$ cat src/rtl/beep_gen.sv
// rtl/beep_gen.sv - piezo buzzer driver: programmable-pitch tone bursts with optional repeats
// Single-cycle start requests become square-wave bursts timed by a slow en strobe.
module beep_gen #(
    parameter int HP_W  = 16,
    parameter int DUR_W = 8,
    parameter int REP_W = 3
) (
    input  logic             clk,
    input  logic             rst,
    input  logic             en,
    input  logic             start,
    input  logic             abort,
    input  logic [HP_W-1:0]  half_period,
    input  logic [DUR_W-1:0] duration,
    input  logic [REP_W-1:0] repeats,
    output logic             busy,
    output logic             buzz,
    output logic             done
);

    typedef enum logic [1:0] {
        IDLE = 2'd0,
        ON   = 2'd1,
        OFF  = 2'd2
    } state_t;

    state_t           state;
    logic [HP_W-1:0]  hp;
    logic [HP_W-1:0]  phase_cnt;
    logic [DUR_W-1:0] dur;
    logic [DUR_W-1:0] dur_cnt;
    logic [REP_W-1:0] rep_cnt;

    always_ff @(posedge clk or posedge rst) begin
        if (rst) begin
            state     <= IDLE;
            hp        <= '0;
            phase_cnt <= '0;
            dur       <= '0;
            dur_cnt   <= '0;
            rep_cnt   <= '0;
            busy      <= 1'b0;
            buzz      <= 1'b0;
            done      <= 1'b0;
        end else begin
            done <= 1'b0;
            case (state)
                IDLE: begin
                    if (start && !abort) begin
                        // A zero-length request completes at once without sounding.
                        if (duration == '0) begin
                            done <= 1'b1;
                        end else begin
                            state     <= ON;
                            busy      <= 1'b1;
                            buzz      <= 1'b0;
                            phase_cnt <= '0;
                            hp        <= (half_period == '0) ? HP_W'(1) : half_period;
                            dur       <= duration;
                            dur_cnt   <= duration;
                            rep_cnt   <= (repeats == '0) ? REP_W'(1) : repeats;
                        end
                    end
                end
                ON: begin
                    if (abort) begin
                        state     <= IDLE;
                        busy      <= 1'b0;
                        buzz      <= 1'b0;
                        phase_cnt <= '0;
                    end else if (en && dur_cnt == DUR_W'(1)) begin
                        buzz      <= 1'b0;
                        phase_cnt <= '0;
                        if (rep_cnt > REP_W'(1)) begin
                            state   <= OFF;
                            dur_cnt <= dur;
                            rep_cnt <= rep_cnt - REP_W'(1);
                        end else begin
                            state <= IDLE;
                            busy  <= 1'b0;
                            done  <= 1'b1;
                        end
                    end else begin
                        if (en) begin
                            dur_cnt <= dur_cnt - DUR_W'(1);
                        end
                        if (phase_cnt == hp - HP_W'(1)) begin
                            buzz      <= ~buzz;
                            phase_cnt <= '0;
                        end else begin
                            phase_cnt <= phase_cnt + HP_W'(1);
                        end
                    end
                end
                OFF: begin
                    buzz      <= 1'b0;
                    phase_cnt <= '0;
                    if (abort) begin
                        state <= IDLE;
                        busy  <= 1'b0;
                    end else if (en) begin
                        if (dur_cnt == DUR_W'(1)) begin
                            state   <= ON;
                            dur_cnt <= dur;
                        end else begin
                            dur_cnt <= dur_cnt - DUR_W'(1);
                        end
                    end
                end
                default: begin
                    state <= IDLE;
                    busy  <= 1'b0;
                    buzz  <= 1'b0;
                end
            endcase
        end
    end

endmodule

$ cat config.mk
export PLATFORM = sky130hd
export DESIGN_NAME = beep_gen
export DESIGN_NICKNAME = d
export VERILOG_FILES = /design/src/rtl/beep_gen.sv
export SDC_FILE = /design/constraint.sdc
export NUM_CORES = 1
export LEC_CHECK = 0
export CAP_MARGIN = 10
export CORE_MARGIN = 2
export CORE_UTILIZATION = 55
export DETAILED_ROUTE_END_ITERATION = 10
export DONT_BUFFER_PORTS = 1
export PLACE_DENSITY = 0.73
export RECOVER_POWER = 100
export SYNTH_ARGS = -nofsm -noshare
export SYNTH_HDL_FRONTEND = slang
export SYNTH_SLANG_ARGS = --single-unit
export TNS_END_PERCENT = 5
$ cat constraint.sdc
create_clock -name clk -period 2.4 [get_ports clk]
set_input_delay 0.48 -clock clk [delete_from_list [all_inputs] [get_ports clk]]
set_output_delay 0.48 -clock clk [all_outputs]
set_load 0.01 [all_outputs]
==> impl_metrics.tcl <==
set metrics [dict create \
    dieArea_mm2 0.00679 \
    nets 417 \
    routed_via_density 5.87 \
    ys_types 50 \
    pwr-share-seq 0.373 \
    clk_latency_ns 0.31 \
    multi_input_area_mm2 0.00191 \
    num-fill-cells 485 \
    grt_max_degree 23 \
    finalSetupViolations 0 \
    relSlewSlack 0.250 \
    hold_class "in -> async" \
    grt_use_met1 0.344 \
    clkPwrFrac 0.112 \
    seq_area_frac_synth 0.415 \
    hpwl_um 5430 \
    grt_use_met3 0.0446 \
    clockBufferDepth 2 \
    final_cells 450 \
    drive_above_1_share 0.173 \
    layout_commonest_cell "dfrtp_1" \
    grt_pass1_wl_um 12000 \
    drtIter0Drc 140 \
    routed_wl_um 7190 \
    cp-end-kind "register" \
    swShare 0.416 \
    groute.usage.overall 0.231 \
    critPathRequiredTime_ns 2.60 \
    hold_ws_ns 0.185 \
    antenna_found_initial 0 \
    power_mw 4.44 \
    antenna_left 0 \
    ys_async_sr_fraction 1.00 \
    route.detailed.drc 0 \
    status "finished clean" \
    synth-seq-cells 56 \
    synth_ff_type "dfrtp_1" \
    start_util 0.571 \
    vias 2640 \
    overflow 0 \
    clock-sinks 56 \
    switchingPower_mw 1.85 \
    crit_path_start_kind "register" \
    diodes 0 \
    met2_usage 0.350 \
    io_buffers 0 \
    final.period_utilization 0.941 \
    io_pins 35 \
    cp_max_fo 12 \
    fp-row-count 28 \
    busiest_layer "met2" \
    cts_root_buf "clkbuf_8" \
    cts_made_buffers 5 \
    drt_pre_antenna_iters 5 \
    post-route-min-period_ns 2.26 \
    path_class "reg -> reg" \
    p_int_mw 2.59 \
    hold_viol 0 \
    p_comb_frac 0.515 \
    power_density_mw_per_mm2 1200 \
    seq_area_mm2 0.00140 \
    clk_pin_slew_ns 0.10 \
    hold_buffers 0 \
    tightest_slew_ns 1.12 \
    routabilityCongestion 0.888 \
    grt_pass1_vias 2449 \
    dp.cells 441 \
    detail_route.wl_per_cell_um 16.0 \
    drv_slew 0 \
    setup_tns_ns 0 \
    synth-edff-count 0 \
    core_mm2 0.00592 \
    avgSynthCellArea_um2 9.55 \
    die_width_um 82.4 \
    layout_common_cells "dfrtp_1, nand2_1, nor2_1, xor2_1, o21ai_0" \
    fmax_ghz 0.443 \
    synth_nets 396 \
    peakVddDrop_mv 0.603 \
    netlist_area_mm2 0.00338 \
    cts_max_level 2 \
    die_y_um 82.4 \
    crit_arrival_ns 2.46 \
    cts_tree "yes" \
    fin_worst_skew_ns 0.00969 \
    synthToLayoutAreaGrowth_pct 9.92 \
    utilization 0.628 \
    synth_warnings 0 \
    leakagePower_nw 1.57 \
    max-cap-violations 0 \
    synthCells 354 \
]
[sequential cells by signal, summed over array words and instances (netlist names)]
name       cells
busy           1
phase_cnt     16
dur_cnt        8
rep_cnt        3
state          2
hp            16
done           1
buzz           1
dur            8
[power groups by stage]
stage                     Sequential, mW  Clock, mW  Combinational, mW
after global placement              1.63          0               2.18
after floorplan                     1.60          0               1.66
after CTS                           1.64      0.522               2.25
after global routing                1.71      0.542               2.55
final                               1.66      0.498               2.29
after detailed placement            1.66          0               2.24
[logic make-up after synthesis]
logic type	count (synthesis)	synth area share
buffers and inverters	24	0.0296
DFF	56	0.415
adders and majority gates	10	0.0370
and+or+nand+nor	137	0.217
AOI/OAI and AO/OA	61	0.114
muxes	25	0.0825
xor gates and xnor gates	41	0.106
[worst max-delay path: stages, from the launching register on]
cell,delay (ns)
dfrtp_1,0.50
or4_4,0.56
nor4_4,0.16
xnor2_1,0.10
nor4_2,0.29
nand4_2,0.14
a21oi_2,0.21
buf_12,0.15
nor2_1,0.05
[stage by stage]
stage	setup slack [ns]	instance area, µm²
2_1_floorplan	0.0543	3390
3_3_place_gp	0.113	3610
3_5_place_dp	0.00666	3610
4_1_cts	0.0000320	3690
5_1_grt	-0.0173	3720
6_report	0.142	3720
[cell type report]
cell class / count / area share
sequential: 56 / 0.377
clock buffer: 6 / 0.0195
timing repair buffer: 23 / 0.0478
inverter: 15 / 0.0152
tap: 75 / 0.0253
clock inverter: 1 / 0.00135
multi-input combinational: 274 / 0.513
[synthesized netlist by cell type (6+ instances only)]
| cell | instances | area, µm² |
|---|---|---|
| xnor2_1 | 16 | 140 |
| nand3_1 | 10 | 50.1 |
| nand4_1 | 7 | 43.8 |
| o211ai_1 | 9 | 67.6 |
| clkbuf_1 | 6 | 22.5 |
| ha_1 | 10 | 125 |
| o21ai_0 | 23 | 115 |
| nor3_1 | 8 | 40.0 |
| nor4_1 | 8 | 50.1 |
| dfrtp_1 | 56 | 1400 |
| mux2_2 | 23 | 259 |
| a21oi_1 | 10 | 50.1 |
| inv_1 | 15 | 56.3 |
| xor2_1 | 25 | 219 |
| nor2_1 | 36 | 135 |
| nand2_1 | 38 | 143 |
[final timing paths]
check / start / end / slack [ns] / cells after the start
max: hp[2] / phase_cnt[12] / 0.14 / 8
min: rst / hp[3] / 0.18 / 1
max in group asynchronous: rst / hp[0] / 0.65 / 2
min in group clk: abort / done / 0.23 / 1
min reg2reg: dur[4] / dur[4] / 0.52 / 1
max reg2reg: hp[2] / phase_cnt[12] / 0.14 / 8
[routing by layer]
layer	wire, µm	vias to the layer above
met5	0	-
met4	57	0
met3	366	4
met2	3310	59
met1	3460	1282
li1	-	1295
[timing repair]
item / 4_1_cts / 5_1_grt
buffers inserted: 0 / 2
gates resized for setup: 0 / 4
setup endpoints to repair: 0 / 17
(Power assumes the default switching activity.)
